===== config.mk =====
export PLATFORM = sky130hd
export DESIGN_NAME = rv32_mem_stage_flat
export DESIGN_NICKNAME = d
export VERILOG_FILES = /design/src/rtl/rv32_types.sv /design/src/rtl/rv32_mem_stage_if.sv /design/src/rtl/rv32_store_align.sv /design/src/rtl/rv32_mem_stage.sv /design/src/flat_wrapper.sv
export SDC_FILE = /design/constraint.sdc
export NUM_CORES = 1
export LEC_CHECK = 0
export BUFFER_PORTS_ARGS = -buffer_cell sky130_fd_sc_hd__buf_2
export CAP_MARGIN = 5
export CORE_AREA = 8 8 144 146
export CTS_BUF_LIST = sky130_fd_sc_hd__clkbuf_4 sky130_fd_sc_hd__clkbuf_8
export DETAILED_ROUTE_END_ITERATION = 12
export DIE_AREA = 0 0 152 154
export HOLD_SLACK_MARGIN = 0.1
export PLACE_DENSITY = 0.65
export SETUP_SLACK_MARGIN = 0.3
export SYNTH_ARGS = -nofsm -noshare
export SYNTH_HDL_FRONTEND = slang
export SYNTH_HIERARCHICAL = 1
export SYNTH_SLANG_ARGS = --single-unit
export TNS_END_PERCENT = 10

===== constraint.sdc =====
create_clock -name clk -period 4.3 [get_ports clk]
set_clock_uncertainty 0.1 [all_clocks]
set_input_delay 0.43 -clock clk [delete_from_list [all_inputs] [get_ports clk]]
set_output_delay 0.43 -clock clk [all_outputs]
set_load 0.005 [all_outputs]

===== src/rtl/rv32_types.sv =====
// Shared types for the RV32 memory stage: memory-op encoding, pipeline buffers and FSM states.
package rv32_types;

    typedef enum logic [3:0] {
        NONE = 4'd0,
        LB   = 4'd1,
        LH   = 4'd2,
        LW   = 4'd3,
        LBU  = 4'd4,
        LHU  = 4'd5,
        SB   = 4'd6,
        SH   = 4'd7,
        SW   = 4'd8
    } mem_op_t;

    typedef struct packed {
        mem_op_t    mem_op;
        logic       register_wb;
        logic [4:0] rd;
    } decoded_instr_t;

    typedef struct packed {
        decoded_instr_t decoded_instr;
        logic [31:0]    instr;
        logic [31:0]    alu_result;
        logic [31:0]    store_data;
        logic           valid;
    } ex_mem_buffer_t;

    typedef struct packed {
        decoded_instr_t decoded_instr;
        logic [31:0]    instr;
        logic [31:0]    wb_result;
        logic [31:0]    mem_addr;
        logic           valid;
        logic           misaligned;
    } mem_wb_buffer_t;

    typedef enum logic {
        IDLE     = 1'b0,
        WAIT_RSP = 1'b1
    } mem_fsm_t;

    function automatic logic is_mem_op(mem_op_t op);
        return op != NONE;
    endfunction

    function automatic logic is_store(mem_op_t op);
        return (op == SB) || (op == SH) || (op == SW);
    endfunction

endpackage


===== src/rtl/rv32_mem_stage_if.sv =====
// Data-memory port of the memory stage: valid/ready request channel plus a response channel.
interface rv32_mem_stage_if;
    logic        dmem_req_valid;
    logic        dmem_req_ready;
    logic [31:0] dmem_addr;
    logic        dmem_we;
    logic [3:0]  dmem_wstrb;
    logic [31:0] dmem_wdata;
    logic        dmem_rsp_valid;
    logic [31:0] dmem_rsp_data;

    modport master (
        output dmem_req_valid, dmem_addr, dmem_we, dmem_wstrb, dmem_wdata,
        input  dmem_req_ready, dmem_rsp_valid, dmem_rsp_data
    );

    modport slave (
        input  dmem_req_valid, dmem_addr, dmem_we, dmem_wstrb, dmem_wdata,
        output dmem_req_ready, dmem_rsp_valid, dmem_rsp_data
    );
endinterface


===== src/rtl/rv32_store_align.sv =====
// Byte-lane steering for stores and alignment check. MEM_MISALIGN_TRAP_EN enables the
// misaligned flag; without it the flag is tied low and accesses use the lanes as computed.
module rv32_store_align
    import rv32_types::*;
(
    input  mem_op_t     i_mem_op,
    input  logic [1:0]  i_addr_lo,
    input  logic [31:0] i_store_data,
    output logic [3:0]  o_wstrb,
    output logic [31:0] o_wdata,
    output logic        o_misaligned
);

    always_comb begin
        o_wstrb = 4'b0000;
        o_wdata = i_store_data;
        case (i_mem_op)
            SB: begin
                o_wstrb = 4'b0001 << i_addr_lo;
                o_wdata = {4{i_store_data[7:0]}};
            end
            SH: begin
                o_wstrb = 4'b0011 << {i_addr_lo[1], 1'b0};
                o_wdata = {2{i_store_data[15:0]}};
            end
            SW:      o_wstrb = 4'b1111;
            default: ;
        endcase
    end

`ifdef MEM_MISALIGN_TRAP_EN
    always_comb begin
        o_misaligned = 1'b0;
        case (i_mem_op)
            LH, LHU, SH: o_misaligned = i_addr_lo[0];
            LW, SW:      o_misaligned = |i_addr_lo;
            default:     ;
        endcase
    end
`else
    assign o_misaligned = 1'b0;
`endif

endmodule


===== src/rtl/rv32_mem_stage.sv =====
// RV32 memory stage: issues loads/stores over the dmem port, stalls while a response is
// outstanding, registers the writeback buffer. Optional MEM_MISALIGN_TRAP_EN (see rv32_store_align).
module rv32_mem_stage
    import rv32_types::*;
#(
    parameter int RSP_TIMEOUT = 0,
    parameter int TIMEOUT_W   = 8
) (
    input  logic             clk,
    input  logic             resetn,
    input  ex_mem_buffer_t   ex_mem_buff,
    input  logic             flush,
    output mem_wb_buffer_t   mem_wb_buff,
    output logic [31:0]      mem_data,
    output logic [31:0]      mem_bypass,
    output logic             mem_stall,
    output logic             bus_error,
    rv32_mem_stage_if.master dmem
);

    localparam bit                   LP_TO_EN   = (RSP_TIMEOUT != 0);
    localparam logic [TIMEOUT_W-1:0] LP_TO_LAST = TIMEOUT_W'(RSP_TIMEOUT - 1);

    mem_fsm_t             r_state, w_next;
    logic [TIMEOUT_W-1:0] r_cnt;
    logic                 r_kill, r_bus_error;
    mem_wb_buffer_t       r_mem_wb, w_wb_nxt, w_full;
    logic [31:0]          r_mem_data;
    mem_op_t              w_op;
    logic                 w_memop, w_mis, w_go, w_trap, w_plain, w_kill, w_timeout;
    logic                 w_req, w_stall, w_done, w_to;
    logic [3:0]           w_wstrb;
    logic [31:0]          w_wdata;

    assign w_op      = ex_mem_buff.decoded_instr.mem_op;
    assign w_memop   = ex_mem_buff.valid && is_mem_op(w_op);
    assign w_go      = w_memop && !flush && !w_mis;
    assign w_trap    = w_memop && !flush && w_mis;
    assign w_plain   = ex_mem_buff.valid && !is_mem_op(w_op) && !flush;
    assign w_kill    = r_kill || flush;
    assign w_timeout = LP_TO_EN && (r_cnt == LP_TO_LAST);

    rv32_store_align u_align (
        .i_mem_op     (w_op),
        .i_addr_lo    (ex_mem_buff.alu_result[1:0]),
        .i_store_data (ex_mem_buff.store_data),
        .o_wstrb      (w_wstrb),
        .o_wdata      (w_wdata),
        .o_misaligned (w_mis)
    );

    always_comb begin
        w_next  = r_state;
        w_req   = 1'b0;
        w_stall = 1'b0;
        w_done  = 1'b0;
        w_to    = 1'b0;
        case (r_state)
            IDLE: begin
                if (w_go) begin
                    w_req   = 1'b1;
                    w_stall = 1'b1;
                    if (dmem.dmem_req_ready) w_next = WAIT_RSP;
                end
            end
            WAIT_RSP: begin
                // A response in the timeout cycle wins over the timeout.
                if (dmem.dmem_rsp_valid) begin
                    w_done = 1'b1;
                    w_next = IDLE;
                end else if (w_timeout) begin
                    w_to   = 1'b1;
                    w_next = IDLE;
                end else begin
                    w_stall = 1'b1;
                end
            end
            default: w_next = IDLE;
        endcase
    end

    always_comb begin
        w_full               = '0;
        w_full.decoded_instr = ex_mem_buff.decoded_instr;
        w_full.instr         = ex_mem_buff.instr;
        w_full.wb_result     = ex_mem_buff.alu_result;
        w_full.mem_addr      = ex_mem_buff.alu_result;
        w_full.valid         = 1'b1;
        w_wb_nxt             = '0;
        if (r_state == IDLE && w_trap) begin
            w_wb_nxt.misaligned = 1'b1;
            w_wb_nxt.mem_addr   = ex_mem_buff.alu_result;
        end else if ((r_state == IDLE && w_plain) || (w_done && !w_kill)) begin
            w_wb_nxt = w_full;
        end
    end

    always_ff @(posedge clk or negedge resetn) begin
        if (!resetn) begin
            r_state     <= IDLE;
            r_cnt       <= '0;
            r_kill      <= 1'b0;
            r_bus_error <= 1'b0;
            r_mem_wb    <= '0;
            r_mem_data  <= '0;
        end else begin
            r_state     <= w_next;
            r_cnt       <= (LP_TO_EN && r_state == WAIT_RSP && w_next == WAIT_RSP) ? r_cnt + 1'b1 : '0;
            r_kill      <= (w_next == WAIT_RSP) && (r_kill || (r_state == WAIT_RSP && flush));
            r_bus_error <= w_to;
            r_mem_wb    <= w_wb_nxt;
            // Store acknowledges and discarded responses leave the load word untouched.
            if (w_done && !w_kill && !is_store(w_op)) r_mem_data <= dmem.dmem_rsp_data;
        end
    end

    assign dmem.dmem_req_valid = w_req && resetn;
    assign dmem.dmem_addr      = {ex_mem_buff.alu_result[31:2], 2'b00};
    assign dmem.dmem_we        = is_store(w_op);
    assign dmem.dmem_wstrb     = w_wstrb;
    assign dmem.dmem_wdata     = w_wdata;

    assign mem_stall   = w_stall && resetn;
    assign mem_wb_buff = r_mem_wb;
    assign mem_data    = r_mem_data;
    assign mem_bypass  = ex_mem_buff.alu_result;
    assign bus_error   = r_bus_error;

endmodule


===== src/flat_wrapper.sv =====
// flat-port wrapper written by rule: the top's interface ports become plain ports
module rv32_mem_stage_flat import rv32_types::*;
#(
    parameter int RSP_TIMEOUT = 0,
    parameter int TIMEOUT_W   = 8
)
  (clk, resetn, ex_mem_buff, flush, mem_wb_buff, mem_data, mem_bypass, mem_stall, bus_error, dmem_dmem_req_valid, dmem_dmem_addr, dmem_dmem_we, dmem_dmem_wstrb, dmem_dmem_wdata, dmem_dmem_req_ready, dmem_dmem_rsp_valid, dmem_dmem_rsp_data);
  rv32_mem_stage_if dmem_i ();
  input  logic clk;
  input  logic resetn;
  input  ex_mem_buffer_t ex_mem_buff;
  input  logic flush;
  output mem_wb_buffer_t mem_wb_buff;
  output logic [31:0] mem_data;
  output logic [31:0] mem_bypass;
  output logic mem_stall;
  output logic bus_error;
  output wire logic [$bits(dmem_i.dmem_req_valid)-1:0] dmem_dmem_req_valid;
  output wire logic [$bits(dmem_i.dmem_addr)-1:0] dmem_dmem_addr;
  output wire logic [$bits(dmem_i.dmem_we)-1:0] dmem_dmem_we;
  output wire logic [$bits(dmem_i.dmem_wstrb)-1:0] dmem_dmem_wstrb;
  output wire logic [$bits(dmem_i.dmem_wdata)-1:0] dmem_dmem_wdata;
  input wire logic [$bits(dmem_i.dmem_req_ready)-1:0] dmem_dmem_req_ready;
  input wire logic [$bits(dmem_i.dmem_rsp_valid)-1:0] dmem_dmem_rsp_valid;
  input wire logic [$bits(dmem_i.dmem_rsp_data)-1:0] dmem_dmem_rsp_data;
  assign dmem_dmem_req_valid = dmem_i.dmem_req_valid;
  assign dmem_dmem_addr = dmem_i.dmem_addr;
  assign dmem_dmem_we = dmem_i.dmem_we;
  assign dmem_dmem_wstrb = dmem_i.dmem_wstrb;
  assign dmem_dmem_wdata = dmem_i.dmem_wdata;
  assign dmem_i.dmem_req_ready = dmem_dmem_req_ready;
  assign dmem_i.dmem_rsp_valid = dmem_dmem_rsp_valid;
  assign dmem_i.dmem_rsp_data = dmem_dmem_rsp_data;
  rv32_mem_stage #(.RSP_TIMEOUT(RSP_TIMEOUT), .TIMEOUT_W(TIMEOUT_W)) u_core (.clk(clk), .resetn(resetn), .ex_mem_buff(ex_mem_buff), .flush(flush), .mem_wb_buff(mem_wb_buff), .mem_data(mem_data), .mem_bypass(mem_bypass), .mem_stall(mem_stall), .bus_error(bus_error), .dmem(dmem_i));
endmodule

==> impl_metrics.tcl <==
set metrics [dict create \
    tightest_slew_ns 1.06 \
    finalPower_uw 3180 \
    cts_made_buffers 17 \
    p_leak_uw 0.00505 \
    grt_pass1_wl_um 29500 \
    h-tree-depth 4 \
    synth-seq-cells 142 \
    path_cells "dlygate4sd3_1 -> buf_6 -> o21a_1 -> buf_2" \
    min_path_type "in2reg" \
    die_x_um 152 \
    ant_nets 0 \
    vias 4586 \
    power_frac_comb_pct 18.3 \
    ys_types 33 \
    cts_hold_buf 48 \
    drt_iter0_markers 112 \
    crit_path_max_incr_delay_ns 0.63 \
    crit_path_start_kind "primary input" \
    detail_route.first_pass.iterations 4 \
    critPathBufInv 3 \
    cts_buffer_depth 2 \
    portBuffers 384 \
    cpLargestDelayFamily "buffers and inverters" \
    switching_share_pct 26.3 \
    syn_area_um2 6090 \
    grt-ovfl-total 0 \
    post_cts_resized 0 \
    setup_viol 0 \
    p_per_area_nw_per_um2 366 \
    cp_max_fo 93 \
    seqPwrFrac_pct 47.1 \
    critPathArrivalTime_ns 2.04 \
    die_h_um 154 \
    max_slew_margin_pct 29.5 \
    grtUsageTotal_pct 16.0 \
    grt_pass1_vias 5207 \
    cts.clk_slew.worst_paths_ns 0.08 \
    drt-total-wl_um 19300 \
    dieArea_um2 23400 \
    antennaDiodeCount 0 \
    fin_cells 1063 \
    period_needed_ns 2.57 \
    antenna_found_initial 0 \
    cp_slowest_cell "buf_6" \
    synthCells 444 \
    via_per_inst 4.31 \
    syn2layout_area_growth_pct 42.6 \
    seq_area_frac_synth_pct 58.3 \
    drc 0 \
    critical_path_class "in2out" \
    pwr-share-clk_pct 34.6 \
    gp_congestion 0.797 \
    maxCapViolCount 0 \
    cts_setup_buffers 0 \
    most-common-layout-cells "383 x buf_2, 142 x dfrtp_1, 58 x dlygate4sd3_1, 48 x nor2b_1, 46 x mux2_4" \
    irDropWorstVdd_mv 0.180 \
    cts_sinks 142 \
    io_pins 388 \
    wire_per_inst_um 18.1 \
    root_buffer "clkbuf_8" \
    synth_edf_count 0 \
    synth_ff_type "dfrtp_1" \
    drive_above_1_share_pct 59.1 \
    worst_slack_ns 1.73 \
    fp-row-count 50 \
    place_ws_ns 1.77 \
    end_kind "primary output" \
    final_nets 960 \
    syn_avg_cell_area_um2 13.7 \
    cp.required_ns 3.77 \
    clock_latency_ns 0.42 \
    cts_tree "built" \
    dp_cells 973 \
    status "completed" \
    core-area_um2 18500 \
    rsz0062_at_grt "no" \
    power.internal_uw 2350 \
    layout_commonest_cell "buf_2" \
    fin_crit_sh_pct 59.7 \
    ys_async_sr_fraction_pct 100 \
    switchingPower_uw 837 \
    ys_warn_count 6 \
    dp_hpwl_um 14000 \
    fmax_mhz 389 \
    start_util_pct 33.0 \
    grt_max_degree 94 \
    slew_violations 0 \
    final-hold-violation-count 0 \
    setup_tns_ns 0 \
]
-- cell families after synthesis --
logic type / after synthesis / share of synthesized area (%)
flops: 142 / 58.3
other cells: 2 / 0.123
compound gates: 43 / 5.38
mux: 64 / 14.7
simple gates: 90 / 9.88
buf+inv: 103 / 11.6
-- path summary, 6_finish.rpt --
kind | slack [ns] | end | cells after the start | startpoint
hold reg to reg | 0.40 | u_core/r_kill | 2 | u_core/r_kill
setup reg to reg | 2.04 | u_core/mem_data[1] | 3 | u_core/r_kill
hold / removal | 0.14 | u_core/mem_wb_buff[89] | 2 | ex_mem_buff[88]
setup / recovery | 1.73 | mem_stall | 4 | resetn
max in group asynchronous | 2.32 | u_core/mem_wb_buff[21] | 3 | resetn
min in group asynchronous | 0.56 | u_core/mem_data[29] | 2 | resetn
-- registers in the layout, indices dropped and copies added, names as in the netlist --
register and count:
u_core/mem_data 32, u_core/r_state 1, u_core/mem_wb_buff 108, u_core/r_kill 1
-- cell type report --
cell class	instances	area, um^2
Tap cell	234	293
Sequential cell	142	3550
Multi-Input combinational cell	201	1850
Timing Repair Buffer	446	2550
Clock inverter	13	151
Inverter	8	30.0
Fill cell	1666	9770
Clock buffer	19	255
-- metal layers --
metal	GRT usage [%]	share of wire (%)	routed length, um
met1	17.1	39	7470
met2	28.0	52	10000
met3	6.73	7.6	1470
met4	5.24	1.6	316
met5	0	0	0
-- power by group through the flow --
stage	logic, uW	registers, uW	clock network [uW]
finish	582	1500	1100
global route	630	1510	1210
CTS	581	1500	1140
detailed placement	545	1530	0
global placement	537	1530	0
floorplan	261	1530	0
-- synthesized netlist by cell type, types with 2 or more instances --
cell type  instances  area [um^2]
a21boi_0          30          225
nor2_1             6         22.5
nor2b_1           48          300
buf_6              5         56.3
dfrtp_1          142         3550
conb_1             2         7.51
buf_2              2         10.0
mux2_2            18          203
a21boi_1           2         15.0
inv_1              8         30.0
o31ai_1            4         30.0
and3_1             2         12.5
and2b_1           24          180
mux2_4            46          691
buf_4             75          563
clkbuf_1          13         48.8
-- stage by stage --
step / hold slack (ns) / utilization [%] / cell area [um^2]
global route: 0.104 / 47.1 / 8690
global placement: 0.373 / 41.7 / 7700
detailed placement: 0.382 / 41.7 / 7700
CTS: 0.101 / 46.5 / 8590
floorplan: 0.0344 / - / 6100
finish: 0.138 / 47.1 / 8690
Power figures use the tool's default switching activity.
